<file path="src/rtl/reg_file_pkg.sv">
// Shared types and helpers for the context-switching register file.
package reg_file_pkg;

  // Transfer engine states.
  typedef enum logic [1:0] {
    IDLE,
    SAVE,
    RESTORE
  } rf_state_t;

  // Widest packed INIT vector the helper below can build.
  localparam int RF_INIT_MAX_BITS = 1024;

  // Builds a packed INIT vector one register at a time, starting from '0
  // (every register zero by default): returns init with register idx,
  // of width w, set to val.
  function automatic logic [RF_INIT_MAX_BITS-1:0] rf_init_set(
    input logic [RF_INIT_MAX_BITS-1:0] init,
    input int                          idx,
    input int                          w,
    input logic [63:0]                 val
  );
    logic [RF_INIT_MAX_BITS-1:0] res;
    res = init;
    for (int b = 0; b < w; b++) begin
      res[idx*w + b] = val[b];
    end
    return res;
  endfunction

endpackage

</file>
<file path="src/rtl/reg_file_ctx_if.sv">
// Core-side bus of the register file: write/read ports, context requests and
// the save/restore streams toward the data-memory arbiter.
interface reg_file_ctx_if #(
  parameter int W = 8,
  parameter int D = 3
);
  logic         WrEn;
  logic [D-1:0] WrAddr;
  logic [W-1:0] WrData;
  logic         ImmWrEn;
  logic [W-1:0] ImmData;
  logic [D-1:0] RdAddrA;
  logic [D-1:0] RdAddrB;
  logic [W-1:0] RdDataA;
  logic [W-1:0] RdDataB;
  logic         SaveReq;
  logic         RestoreReq;
  logic         Busy;
  logic         OutValid;
  logic         OutReady;
  logic [D-1:0] OutIdx;
  logic [W-1:0] OutData;
  logic         InValid;
  logic         InReady;
  logic [W-1:0] InData;
  logic         XferDone;

  // Driven by the core / memory side.
  modport master (
    output WrEn, WrAddr, WrData, ImmWrEn, ImmData, RdAddrA, RdAddrB,
           SaveReq, RestoreReq, OutReady, InValid, InData,
    input  RdDataA, RdDataB, Busy, OutValid, OutIdx, OutData, InReady, XferDone
  );

  // Seen by the register file.
  modport slave (
    input  WrEn, WrAddr, WrData, ImmWrEn, ImmData, RdAddrA, RdAddrB,
           SaveReq, RestoreReq, OutReady, InValid, InData,
    output RdDataA, RdDataB, Busy, OutValid, OutIdx, OutData, InReady, XferDone
  );
endinterface

</file>
<file path="src/rtl/rf_ctx_fsm.sv">
// Save/restore sequencer: walks idx over all registers, one per accepted beat.
module rf_ctx_fsm
  import reg_file_pkg::*;
#(
  parameter int D = 3
) (
  input  logic         Clk,
  input  logic         Reset,
  input  logic         save_req_i,
  input  logic         restore_req_i,
  input  logic         out_ready_i,
  input  logic         in_valid_i,
  output logic         busy_o,
  output logic         out_valid_o,
  output logic         in_ready_o,
  output logic         restore_we_o,
  output logic [D-1:0] idx_o,
  output logic         xfer_done_o
);

  localparam logic [D-1:0] LAST_IDX = '1;

  rf_state_t    state_q, state_d;
  logic [D-1:0] idx_q, idx_d;
  logic         done_q, done_d;

  // State, index and done-pulse registers; synchronous reset aborts a transfer.
  always_ff @(posedge Clk) begin
    if (Reset) begin
      state_q <= IDLE;
      idx_q   <= '0;
      done_q  <= 1'b0;
    end else begin
      // NOTE: non-blocking so every register samples the pre-edge values.
      state_q <= state_d;
      idx_q   <= idx_d;
      done_q  <= done_d;
    end
  end

  // Next state and handshake outputs; a beat on the last index returns to IDLE.
  always_comb begin
    // NOTE: defaults first so no path leaves a signal unassigned (no latches).
    state_d      = state_q;
    idx_d        = idx_q;
    done_d       = 1'b0;
    out_valid_o  = 1'b0;
    in_ready_o   = 1'b0;
    restore_we_o = 1'b0;
    unique case (state_q)
      IDLE: begin
        if (save_req_i) begin
          state_d = SAVE;
          idx_d   = '0;
        end else if (restore_req_i) begin
          state_d = RESTORE;
          idx_d   = '0;
        end
      end
      SAVE: begin
        out_valid_o = 1'b1;
        if (out_ready_i) begin
          if (idx_q == LAST_IDX) begin
            state_d = IDLE;
            idx_d   = '0;
            done_d  = 1'b1;
          end else begin
            idx_d = idx_q + D'(1);
          end
        end
      end
      RESTORE: begin
        in_ready_o = 1'b1;
        if (in_valid_i) begin
          restore_we_o = 1'b1;
          if (idx_q == LAST_IDX) begin
            state_d = IDLE;
            idx_d   = '0;
            done_d  = 1'b1;
          end else begin
            idx_d = idx_q + D'(1);
          end
        end
      end
      default: state_d = IDLE;
    endcase
  end

  assign busy_o      = (state_q != IDLE);
  assign idx_o       = idx_q;
  assign xfer_done_o = done_q;

endmodule

</file>
<file path="src/rtl/reg_file_ctx.sv">
// Register file with two bypassed read ports, a general write port, an
// immediate R0 write, and a save/restore engine for context switches.
module reg_file_ctx
  import reg_file_pkg::*;
#(
  parameter int                      W    = 8,
  parameter int                      D    = 3,
  parameter logic [(2**D)*W-1:0]     INIT = '0
) (
  input logic           Clk,
  input logic           Reset,
  reg_file_ctx_if.slave bus
);

  localparam int N = 2**D;

  logic [W-1:0] regs_q [N];
  logic         busy;
  logic         restore_we;
  logic [D-1:0] idx;
  logic         gen_we;

  rf_ctx_fsm #(.D(D)) u_fsm (
    .Clk          (Clk),
    .Reset        (Reset),
    .save_req_i   (bus.SaveReq),
    .restore_req_i(bus.RestoreReq),
    .out_ready_i  (bus.OutReady),
    .in_valid_i   (bus.InValid),
    .busy_o       (busy),
    .out_valid_o  (bus.OutValid),
    .in_ready_o   (bus.InReady),
    .restore_we_o (restore_we),
    .idx_o        (idx),
    .xfer_done_o  (bus.XferDone)
  );

  // The immediate write owns R0 when both target it in the same cycle.
  assign gen_we = bus.WrEn && !(bus.ImmWrEn && (bus.WrAddr == '0));

  // Storage: restore stream while busy, core writes only while idle.
  always_ff @(posedge Clk) begin
    if (Reset) begin
      // NOTE: the array is reset on purpose -- each register has a defined INIT value.
      for (int i = 0; i < N; i++) begin
        regs_q[i] <= INIT[i*W +: W];
      end
    end else if (restore_we) begin
      regs_q[idx] <= bus.InData;
    end else if (!busy) begin
      if (gen_we) begin
        regs_q[bus.WrAddr] <= bus.WrData;
      end
      if (bus.ImmWrEn) begin
        regs_q[0] <= bus.ImmData;
      end
    end
  end

  // Read port A with write-through bypass while idle.
  always_comb begin
    bus.RdDataA = regs_q[bus.RdAddrA];
    if (!busy) begin
      if (bus.ImmWrEn && (bus.RdAddrA == '0)) begin
        bus.RdDataA = bus.ImmData;
      end else if (bus.WrEn && (bus.WrAddr == bus.RdAddrA)) begin
        bus.RdDataA = bus.WrData;
      end
    end
  end

  // Read port B with write-through bypass while idle.
  always_comb begin
    bus.RdDataB = regs_q[bus.RdAddrB];
    if (!busy) begin
      if (bus.ImmWrEn && (bus.RdAddrB == '0)) begin
        bus.RdDataB = bus.ImmData;
      end else if (bus.WrEn && (bus.WrAddr == bus.RdAddrB)) begin
        bus.RdDataB = bus.WrData;
      end
    end
  end

  assign bus.Busy    = busy;
  assign bus.OutIdx  = idx;
  assign bus.OutData = regs_q[idx];

endmodule

</file>
<file path="src/flat_wrapper.sv">
// flat-port wrapper written by rule: the top's interface ports become plain ports
module reg_file_ctx_flat import reg_file_pkg::*;
#(
  parameter int                      W    = 8,
  parameter int                      D    = 3,
  parameter logic [(2**D)*W-1:0]     INIT = '0
)
  (Clk, Reset, bus_WrEn, bus_WrAddr, bus_WrData, bus_ImmWrEn, bus_ImmData, bus_RdAddrA, bus_RdAddrB, bus_SaveReq, bus_RestoreReq, bus_OutReady, bus_InValid, bus_InData, bus_RdDataA, bus_RdDataB, bus_Busy, bus_OutValid, bus_OutIdx, bus_OutData, bus_InReady, bus_XferDone);
  reg_file_ctx_if #(.W(W), .D(D)) bus_i ();
  input logic Clk;
  input logic Reset;
  input wire logic [$bits(bus_i.WrEn)-1:0] bus_WrEn;
  input wire logic [$bits(bus_i.WrAddr)-1:0] bus_WrAddr;
  input wire logic [$bits(bus_i.WrData)-1:0] bus_WrData;
  input wire logic [$bits(bus_i.ImmWrEn)-1:0] bus_ImmWrEn;
  input wire logic [$bits(bus_i.ImmData)-1:0] bus_ImmData;
  input wire logic [$bits(bus_i.RdAddrA)-1:0] bus_RdAddrA;
  input wire logic [$bits(bus_i.RdAddrB)-1:0] bus_RdAddrB;
  input wire logic [$bits(bus_i.SaveReq)-1:0] bus_SaveReq;
  input wire logic [$bits(bus_i.RestoreReq)-1:0] bus_RestoreReq;
  input wire logic [$bits(bus_i.OutReady)-1:0] bus_OutReady;
  input wire logic [$bits(bus_i.InValid)-1:0] bus_InValid;
  input wire logic [$bits(bus_i.InData)-1:0] bus_InData;
  output wire logic [$bits(bus_i.RdDataA)-1:0] bus_RdDataA;
  output wire logic [$bits(bus_i.RdDataB)-1:0] bus_RdDataB;
  output wire logic [$bits(bus_i.Busy)-1:0] bus_Busy;
  output wire logic [$bits(bus_i.OutValid)-1:0] bus_OutValid;
  output wire logic [$bits(bus_i.OutIdx)-1:0] bus_OutIdx;
  output wire logic [$bits(bus_i.OutData)-1:0] bus_OutData;
  output wire logic [$bits(bus_i.InReady)-1:0] bus_InReady;
  output wire logic [$bits(bus_i.XferDone)-1:0] bus_XferDone;
  assign bus_i.WrEn = bus_WrEn;
  assign bus_i.WrAddr = bus_WrAddr;
  assign bus_i.WrData = bus_WrData;
  assign bus_i.ImmWrEn = bus_ImmWrEn;
  assign bus_i.ImmData = bus_ImmData;
  assign bus_i.RdAddrA = bus_RdAddrA;
  assign bus_i.RdAddrB = bus_RdAddrB;
  assign bus_i.SaveReq = bus_SaveReq;
  assign bus_i.RestoreReq = bus_RestoreReq;
  assign bus_i.OutReady = bus_OutReady;
  assign bus_i.InValid = bus_InValid;
  assign bus_i.InData = bus_InData;
  assign bus_RdDataA = bus_i.RdDataA;
  assign bus_RdDataB = bus_i.RdDataB;
  assign bus_Busy = bus_i.Busy;
  assign bus_OutValid = bus_i.OutValid;
  assign bus_OutIdx = bus_i.OutIdx;
  assign bus_OutData = bus_i.OutData;
  assign bus_InReady = bus_i.InReady;
  assign bus_XferDone = bus_i.XferDone;
  reg_file_ctx #(.W(W), .D(D), .INIT(INIT)) u_core (.Clk(Clk), .Reset(Reset), .bus(bus_i));
endmodule
</file>
<file path="config.mk">
export PLATFORM = sky130hd
export DESIGN_NAME = reg_file_ctx_flat
export DESIGN_NICKNAME = d
export VERILOG_FILES = /design/src/rtl/reg_file_pkg.sv /design/src/rtl/reg_file_ctx_if.sv /design/src/rtl/rf_ctx_fsm.sv /design/src/rtl/reg_file_ctx.sv /design/src/flat_wrapper.sv
export SDC_FILE = /design/constraint.sdc
export NUM_CORES = 1
export LEC_CHECK = 0
export CAP_MARGIN = 10
export CORE_MARGIN = 4
export CORE_UTILIZATION = 40
export DETAILED_ROUTE_END_ITERATION = 10
export SLEW_MARGIN = 20
export SYNTH_ARGS = -nofsm -noshare
export SYNTH_HDL_FRONTEND = slang
export SYNTH_SLANG_ARGS = --single-unit
export TNS_END_PERCENT = 10
</file>
<file path="constraint.sdc">
create_clock -name Clk -period 3.2 [get_ports Clk]
set_clock_uncertainty 0.2 [all_clocks]
set_input_delay 0.32 -clock Clk [delete_from_list [all_inputs] [get_ports Clk]]
set_output_delay 0.32 -clock Clk [all_outputs]
set_load 0.005 [all_outputs]
</file>
After elaboration in Yosys (flattened, before gate mapping)
Memories as Yosys holds them, arrays and structs flattened. A register that Yosys moved wholly into a read port is not among the register bits.
Index checks and enable logic that the tools add are counted.
{"block": "op_classes", "add_sub_neg": 1, "n_eq_ne": 8, "mux": 50, "bitwise": 1, "reduce_logical": 17}
{"cell": "two-way mux 8 bit", "n": 9}
{"cell": "two-way mux 3 bit", "n": 9}
{"cell": "two-way mux 1 bit", "n": 24}
{"cell": "OR reduction 8 bit", "n": 2}
{"cell": "two-way mux 2 bit", "n": 5}
{"cell": "logical NOT 3 bit", "n": 3}
{"cell": "case mux 3 bit (3 select lines)", "n": 1}
{"cell": "equality test 3 bit", "n": 2}
{"cell": "logical AND 1 bit", "n": 6}
{"cell": "case mux 2 bit (3 select lines)", "n": 1}
{"cell": "inequality test 2 bit (second input constant)", "n": 2}
{"cell": "AND reduction 4 bit", "n": 1}
{"cell": "adder 3 x 1 -> 3 bit (second input constant)", "n": 1}
{"cell": "equality test 3 bit (second input constant)", "n": 1}
{"cell": "inequality test 3 bit (second input constant)", "n": 1}
{"cell": "AND reduction 3 bit", "n": 1}
{"cell": "nonzero test 3 bit", "n": 1}
{"cell": "equality test 2 x 1 -> 1 bit (second input constant)", "n": 1}
{"cell": "equality test 2 bit (second input constant)", "n": 1}
{"cell": "logical NOT 2 bit", "n": 1}
{"cell": "case mux 1 bit (2 select lines)", "n": 1}
{"cell": "nonzero test 2 bit", "n": 1}
{"cell": "logical NOT 1 bit", "n": 1}
{"cell": "OR 1 bit", "n": 1}
{"block": "word_totals", "mem_count": 1, "ff_bits": 6, "ram_bits": 64, "inputBits": 41, "output_inout_bits": 31, "wordCells": 81}
{"name": "u_core.regs_q", "depth": 8, "word_bits": 8, "read_ports": 3, "rd_clocked_by_memory_dff": 1, "write_ports": 8, "line_no": "reg_file_ctx.sv:17", "text": "logic [W-1:0] regs_q [N];"}

Longest topological paths before layout
Gate-level depths: netlist (run 1).
{"block": "logic_depth", "word_depth": 11, "depth_mapped": 8, "ltp_nobuf": 6}

Hierarchy
From an unflattened synthesis (run 1), not the netlist that was laid out.
{"block": "hier_totals", "hier_cells": 381, "hier_area_um2": 4834.6}
{"mod": "reg_file_ctx", "seq_area_each_um2": 1921.8, "cells_per_inst": 340, "area_each_um2": 4394.2, "instances": 1}
{"mod": "rf_ctx_fsm", "seq_area_each_um2": 120.1, "cells_per_inst": 41, "area_each_um2": 440.4, "instances": 1}

Least setup slack after synthesis (run 1)
OpenSTA, ideal clock, no wires.
{"block": "synth_timing", "kind": "reg2reg", "from": "register u_core.u_fsm.state_q[0]", "to": "memory u_core.regs_q[2][0] (enable)", "path_slack_ns": 0.481, "t_required_ns": 2.625, "arrival_ns": 2.145, "n_path_buf": 1, "setup_time_ns": 0.375, "synth_period_minus_slack_ns": 2.719, "path_stages_with_launch": 8, "cell_sequence": "dfxtp_1 > inv_1 > ha_1 > a21bo_2 > nor4_1 > nor2_2 > buf_2 > o21bai_1"}
{"item": "from (decl)", "line_no": "rf_ctx_fsm.sv:23", "text": "rf_state_t state_q, state_d;"}
{"item": "from (signal assigned)", "line_no": "rf_ctx_fsm.sv:35", "text": "state_q <= state_d;"}
{"item": "to (decl)", "line_no": "reg_file_ctx.sv:17"}

Worst setup path in the final report (run 1)
{"block": "layout_timing", "from": "input port bus_RdAddrA[0]", "to": "output port bus_RdDataA[7]"}
{"block": "layout_via", "elab_chain_cells": 5, "word_cells_on_any_way": 8, "cone_classes": "eq/ne: 1; mux: 3; reduce/logical: 3; memory: 1"}
{"item": "from (decl)", "line_no": "flat_wrapper.sv:17", "text": "input wire logic [$bits(bus_i.RdAddrA)-1:0] bus_RdAddrA;"}
{"item": "branches (longest 4 deep; another with memory (8 x 8 bit))"}
{"item": "two-way mux 8 bit (*)", "line_no": "reg_file_ctx.sv:63", "text": "if (!busy) begin"}
{"item": "to (decl)", "line_no": "flat_wrapper.sv:24", "text": "output wire logic [$bits(bus_i.RdDataA)-1:0] bus_RdDataA;"}
Every way passes the cells marked *.

==> results.toml, run 1 <==
[route]
routed_wl_um = 14300
wl_per_cell_um = 21.9
drt-initial-drc-count = 377
via_count = 3776
viasPerCell = 5.78
first_pass_iters = 5
detail-route-antenna-nets = 0
post-route-drc-count = 0

[worst_setup_path]
start_kind = "primary input"
cp-end-kind = "output pin"
slowest_delay_ns = 0.56
r2r_slack_ns = 0.32
required_ns = 2.68
critPathSlowestCell = "or4b_1"
crit_chain = "clkdlybuf4s50_1, or4b_1, buf_4, a21o_2, a22oi_1, clkdlybuf4s50_1"
cp_data_arrival_time_ns = 2.62
crit_fanout = 17
path_buf_inv = 3
crit_family = "buffers and inverters"
crit_type = "in -> out"
crit_top_cell = "clkdlybuf4s50_1"

[floorplanning]
initial_core_util_pct = 41.6
die_y_um = 121
rows = 40
fp.dieW_um = 121
io_pins = 72
core_um2 = 12200
die-area_um2 = 14600

[timing]
hold_slack_ns = 0.340
max_slew_margin_pct = 47.3
hold_viol = 0
fin_crit_sh_pct = 98.1
fmax_mhz = 318
setup_viol = 0
rsz0062_at_grt = "false"
layout_min_cycle_time_ns = 3.14
worst_pin_slew_ns = 0.784
slew_viol_final = 0
finalSetupTns_ns = 0

[cts]
clkTransAtPathRegs_ns = 0.06
cts-htree-levels = 3
clock-root-buffer = "clkbuf_16"
clkSinkCount = 73
cts_resized = 0
cts_tree = "yes"
holdBufCountCts = 0
clk-insertion-delay-late_ns = 0.33
cts_inserted_buffers = 9
cts_setup_buffers = 0
cts_buffer_depth = 2

[yosys]
ys_types = 49
post-synth-top-count-cell = "edfxtp_1"
syn_area_um2 = 5080
synth_top_area_share_pct = 37.8
synthFlopType = "edfxtp_1"
syn_inst = 397
mappedNetlistNets = 444
muxShareOfSynthArea_pct = 29.0
synth-adder-area-share_pct = 1.48
synth-compound-area-share_pct = 9.41
synthSimpleGateAreaFrac_pct = 13.4
postSynth.asyncResetShare_pct = 0
synth_seq_area_share_pct = 41.4
ys_ff_latch = 73
synth-edff-count = 64
syn_avg_cell_area_um2 = 12.8
synth_xor_area_share_pct = 1.03
yosysTopAreaCell = "edfxtp_1"
yosysWarnings = 0
synth_top_family_by_area = "multiplexers"
ys_top_cells_by_area = "edfxtp_1, mux4_2, mux2i_1"
synth_common_cells = "edfxtp_1, mux4_2, nor2_1"

[global_routing]
grt_usage_pct = 20.3
antenna_found_initial = 0
gr-total-overflow = 0
grt_pass1_wl_um = 22300
grt_max_degree = 20
grt_pass1_vias = 3842

[run_status]
status = "complete, no violations"

[power]
netSwitchingPower_mw = 1.31
pwr-share-clk_pct = 23.9
p_total_mw = 3.90
sw_frac_of_total_pct = 33.5
peakVddDrop_uv = 240
power_leakage_nw = 2.28
p_per_area_nw_per_um2 = 613
intPower_mw = 2.60
p_comb_share_pct = 42.7
p_seq_share_pct = 33.3

[hold_path]
hp-class = "reg -> reg"

[placed_design]
gp_congestion = 0.844
dp_hpwl_um = 11000
numPortBuffers = 71

[layout]
nets = 527
drive_gt1_share_pct = 25.4
fill_cells = 1104
synthToLayoutAreaGrowth_pct = 25.3
n_antenna_cell = 0

[run]
maxCapViolCount = 0
final timing paths:
kind                                              from                              endpoint  depth (start not counted)
setup reg to reg  u_core.u_fsm.state_q[0]$_SDFFE_PP0P_     u_core.regs_q[5][0]$_SDFFCE_PN0P_                          6
hold reg to reg   u_core.u_fsm.state_q[0]$_SDFFE_PP0P_  u_core.u_fsm.state_q[0]$_SDFFE_PP0P_                          2
hold / removal    u_core.u_fsm.state_q[0]$_SDFFE_PP0P_  u_core.u_fsm.state_q[0]$_SDFFE_PP0P_                          2
setup / recovery                        bus_RdAddrA[0]                        bus_RdDataA[7]                          6
power by group through the flow:
stage	registers [mW]	clock network, mW	logic, mW
3_5_place_dp	1.31	0	1.66
4_1_cts	1.29	0.946	1.67
5_1_grt	1.31	1.00	1.80
3_3_place_gp	1.30	0	1.65
6_report	1.30	0.934	1.67
2_1_floorplan	1.27	0	1.00
routing by layer:
layer	routed length (um)	GRT usage (%)	vias to the layer above	share of wire, %
li1	-	-	1760	-
met1	6530	29.0	1883	46
met2	6610	31.4	127	46
met3	1080	5.10	6	7.6
met4	76	4.04	0	0.53
met5	0	0	-	0
final cells by class:
class | count | area [um^2] | area share, %
clock inverters | 6 | 42.5 | 0.669
clock buffers | 10 | 229 | 3.60
multi-input cells | 286 | 2760 | 43.4
inverters | 3 | 11.3 | 0.177
repair buffers | 107 | 1010 | 15.9
well taps | 168 | 210 | 3.30
flip-flops and latches | 73 | 2100 | 33.0
state kept, by name (all words and copies together) (netlist names), named ones only:
signal / flops
u_core.u_fsm.xfer_done_o: 1
u_core.regs_q: 64
u_core.u_fsm.state_q: 2
u_core.u_fsm.idx_o: 3
layout by cell type, fill, tap and decap left out, types with 8 or more instances in the layout:
| cell | n |
|---|---|
| clkbuf_16 | 9 |
| nor2_1 | 38 |
| mux2_2 | 8 |
| nand2_1 | 9 |
| nor3_1 | 26 |
| o2bb2ai_1 | 8 |
| mux2i_1 | 19 |
| clkdlybuf4s50_1 | 71 |
| buf_4 | 33 |
| edfxtp_1 | 64 |
| dfxtp_1 | 9 |
| nand2b_1 | 26 |
| mux4_2 | 48 |
| o22ai_1 | 19 |
| a22oi_1 | 17 |
cells by family (layout without fill, tap and decap cells):
kind of cell	after synthesis	in the layout
adders and majority gates	6	6
xor gates and xnor gates	6	6
and+or+nand+nor	127	127
AOI/OAI and AO/OA	64	64
buffers and inverters	38	126
DFF	73	73
muxes	83	83
through the flow:
step | setup slack (ns) | util, % | cell area (um^2) | instances
2_1_floorplan | 0.481 | - | 5080 | 397
3_3_place_gp | 0.0637 | 49.8 | 6090 | 637
3_5_place_dp | 0.0443 | 49.8 | 6090 | 637
4_1_cts | 0.0433 | 52.1 | 6360 | 653
5_1_grt | 0.0134 | 52.1 | 6360 | 653
6_report | 0.0595 | 52.1 | 6360 | 653
worst register-to-register path, cell delays in order (launching register included):
cell      delay, ns
dfxtp_1        0.41
inv_1          0.09
ha_1           0.28
a21bo_2        0.25
nor3_1         0.66
a221o_1        0.36
nand2b_1       0.30
No activity file was read; power rests on OpenSTA's default activity.
==> inputs of run 2 (changes only) <==
--- a/config.mk
+++ b/config.mk
@@ -8,6 +8,7 @@
 export CAP_MARGIN = 10
 export CORE_MARGIN = 4
 export CORE_UTILIZATION = 40
+export CTS_CLUSTER_SIZE = 28
 export DETAILED_ROUTE_END_ITERATION = 10
 export SLEW_MARGIN = 20
 export SYNTH_ARGS = -nofsm -noshare
==> results of run 2 <==
Same layout as run 1: the final DEF is identical, and so are final timing and power.
==> inputs of run 3 (changes only) <==
--- a/config.mk
+++ b/config.mk
@@ -6,10 +6,15 @@
 export NUM_CORES = 1
 export LEC_CHECK = 0
 export CAP_MARGIN = 10
+export CELL_PAD_IN_SITES_DETAIL_PLACEMENT = 1
+export CELL_PAD_IN_SITES_GLOBAL_PLACEMENT = 2
 export CORE_MARGIN = 4
 export CORE_UTILIZATION = 40
 export CTS_CLUSTER_SIZE = 28
 export DETAILED_ROUTE_END_ITERATION = 10
+export DONT_BUFFER_PORTS = 1
+export PLACE_DENSITY_LB_ADDON = 0.1
+export SETUP_SLACK_MARGIN = 0.15
 export SLEW_MARGIN = 20
 export SYNTH_ARGS = -nofsm -noshare
 export SYNTH_HDL_FRONTEND = slang
==> run 3 against run 2 <==
Net effect:
- via count decreased by 7.5%
- first-iteration DRC count is 29% lower
- global-route usage rose by 1.2 points
- sequential cell count stayed put
- maximum frequency grew 13%
- critical path depth increased by 2
- final cell count shrank 13%
- cell area fell by 12%
- sequential share of layout area rose by 4.5 points
- largest power group is now sequential cells
- critical endpoint is now u_core.regs_q[4][3]$_SDFFCE_PN0P_
- combinational power fell by 22%
- die area did not move
==> results.toml, run 3 (synthesized netlist as in run 1, its figures left out) <==
[layout]
n_antenna_cell = 0
multi_input_area_um2 = 2760
drive_gt1_share_pct = 24.3
synthToLayoutAreaGrowth_pct = 10.2
utilization_pct = 45.8
most-common-layout-cells = "edfxtp_1, mux4_2, nor2_1, nand2b_1, nor3_1"
final_common_cell = "edfxtp_1"
regMostFlops = "u_core.regs_q"
stdcell_area_um2 = 5600
fill_cells = 1277
seq_area_um2 = 2100
nets = 442
largest_reg_flops = 64

[worst_setup_path]
start_kind = "flip-flop"
required_ns = 3.04
critPathSlowestCell = "o21a_1"
slowest_delay_ns = 0.44
crit_top_cell = "buf_4"
r2r-start = "u_core.u_fsm.state_q[0]$_SDFFE_PP0P_"
crit_type = "reg -> reg"
crit_fanout = 10
crit_start = "u_core.u_fsm.state_q[0]$_SDFFE_PP0P_"
cp-end-kind = "flip-flop"
crit_chain = "inv_1, ha_1, a21boi_0, buf_4, nand3_2, o21a_1, o21bai_1, buf_4"
cp_data_arrival_time_ns = 2.61

[power]
p_per_area_nw_per_um2 = 657
peakVddDrop_uv = 294
power_leakage_nw = 1.97

[global_routing]
grt_pass1_wl_um = 23300
grt_usage_pct = 21.4
grt_max_degree = 19
gr-total-overflow = 0
antenna_found_initial = 0
grt_pass1_vias = 3681

[floorplanning]
die_y_um = 121
initial_core_util_pct = 41.6
io_pins = 72
core_um2 = 12200
fp.dieW_um = 121
die-area_um2 = 14600
rows = 40

[timing]
setup_viol = 0
max_slew_margin_pct = 39.3
hold_viol = 0
hold_slack_ns = 0.00664
finalSetupTns_ns = 0
fin_crit_sh_pct = 86.5
worst_slack_ns = 0.432
fmax_mhz = 361
layout_min_cycle_time_ns = 2.77
rsz0062_at_grt = "false"
slew_viol_final = 0
worst_pin_slew_ns = 0.909

[placed_design]
dp_slack_ns = 0.449
gp_congestion = 0.763
place_area_um2 = 5160
numPortBuffers = 0
dp_hpwl_um = 11300

[route]
post-route-drc-count = 0
drt-initial-drc-count = 266
viasPerCell = 6.15
detail-route-antenna-nets = 0
routed_wl_um = 14900
via_count = 3491
wl_per_cell_um = 26.3
first_pass_iters = 4

[cts]
clk-insertion-delay-late_ns = 0.33
cts_buffer_depth = 2
clkSinkCount = 73
clkTransAtPathRegs_ns = 0.06
cts_resized = 0
cts_inserted_buffers = 9
clock-root-buffer = "clkbuf_16"
holdBufCountCts = 11
cts-htree-levels = 3
cts_tree = "yes"
cts_setup_buffers = 0

[run]
maxCapViolCount = 0

[hold_path]
hold_path.startpoint = "bus_ImmData[7]"
hp-class = "in -> reg"

[run_status]
status = "complete, no violations"
run 3: layout make-up:
cell class              instances  area share (%)
inverters                       3           0.201
clock inverters                 3           0.760
well taps                     168            3.76
multi-input cells             286            49.3
flip-flops and latches         73            37.6
clock buffers                  13            5.03
repair buffers                 22            3.44
run 3: worst paths after layout:
kind | endpoint | slack [ns] | cells after the start
setup / recovery | u_core.regs_q[4][3]$_SDFFCE_PN0P_ | 0.43 | 8
hold / removal | u_core.regs_q[0][7]$_DFFE_PP_ | 0.007 | 1
hold reg to reg | u_core.u_fsm.state_q[1]$_SDFFE_PP0P_ | 0.37 | 2
setup reg to reg | u_core.regs_q[4][3]$_SDFFCE_PN0P_ | 0.43 | 8
run 3: worst max-delay path, delay by kind of cell (launching register included):
family                     cells  cell delay (ns)
and+or+nand+nor                1             0.36
DFF                            1             0.38
adders and majority gates      1             0.28
AOI/OAI and AO/OA              3             0.81
buffers and inverters          3             0.44
run 3: report_power, final:
| part | switching (mW) | internal, mW | total (mW) |
|---|---|---|---|
| Sequential | 0.116 | 1.19 | 1.31 |
| Combinational | 0.703 | 0.595 | 1.30 |
| Clock | 0.377 | 0.695 | 1.07 |
run 3: stage by stage:
step | total power, mW | std cells
6_report | 3.68 | 568
5_1_grt | 3.89 | 568
4_1_cts | 3.71 | 568
3_5_place_dp | 2.61 | 541
3_3_place_gp | 2.60 | 541
2_1_floorplan | 2.27 | 397
run 3: metal layers:
metal | vias up | share of wire, % | global-route usage (%)
li1 | 1580 | - | -
met1 | 1808 | 46 | 30.8
met2 | 101 | 46 | 32.6
met3 | 2 | 7.9 | 6.78
met4 | 0 | 0.42 | 3.40
met5 | - | 0 | 0
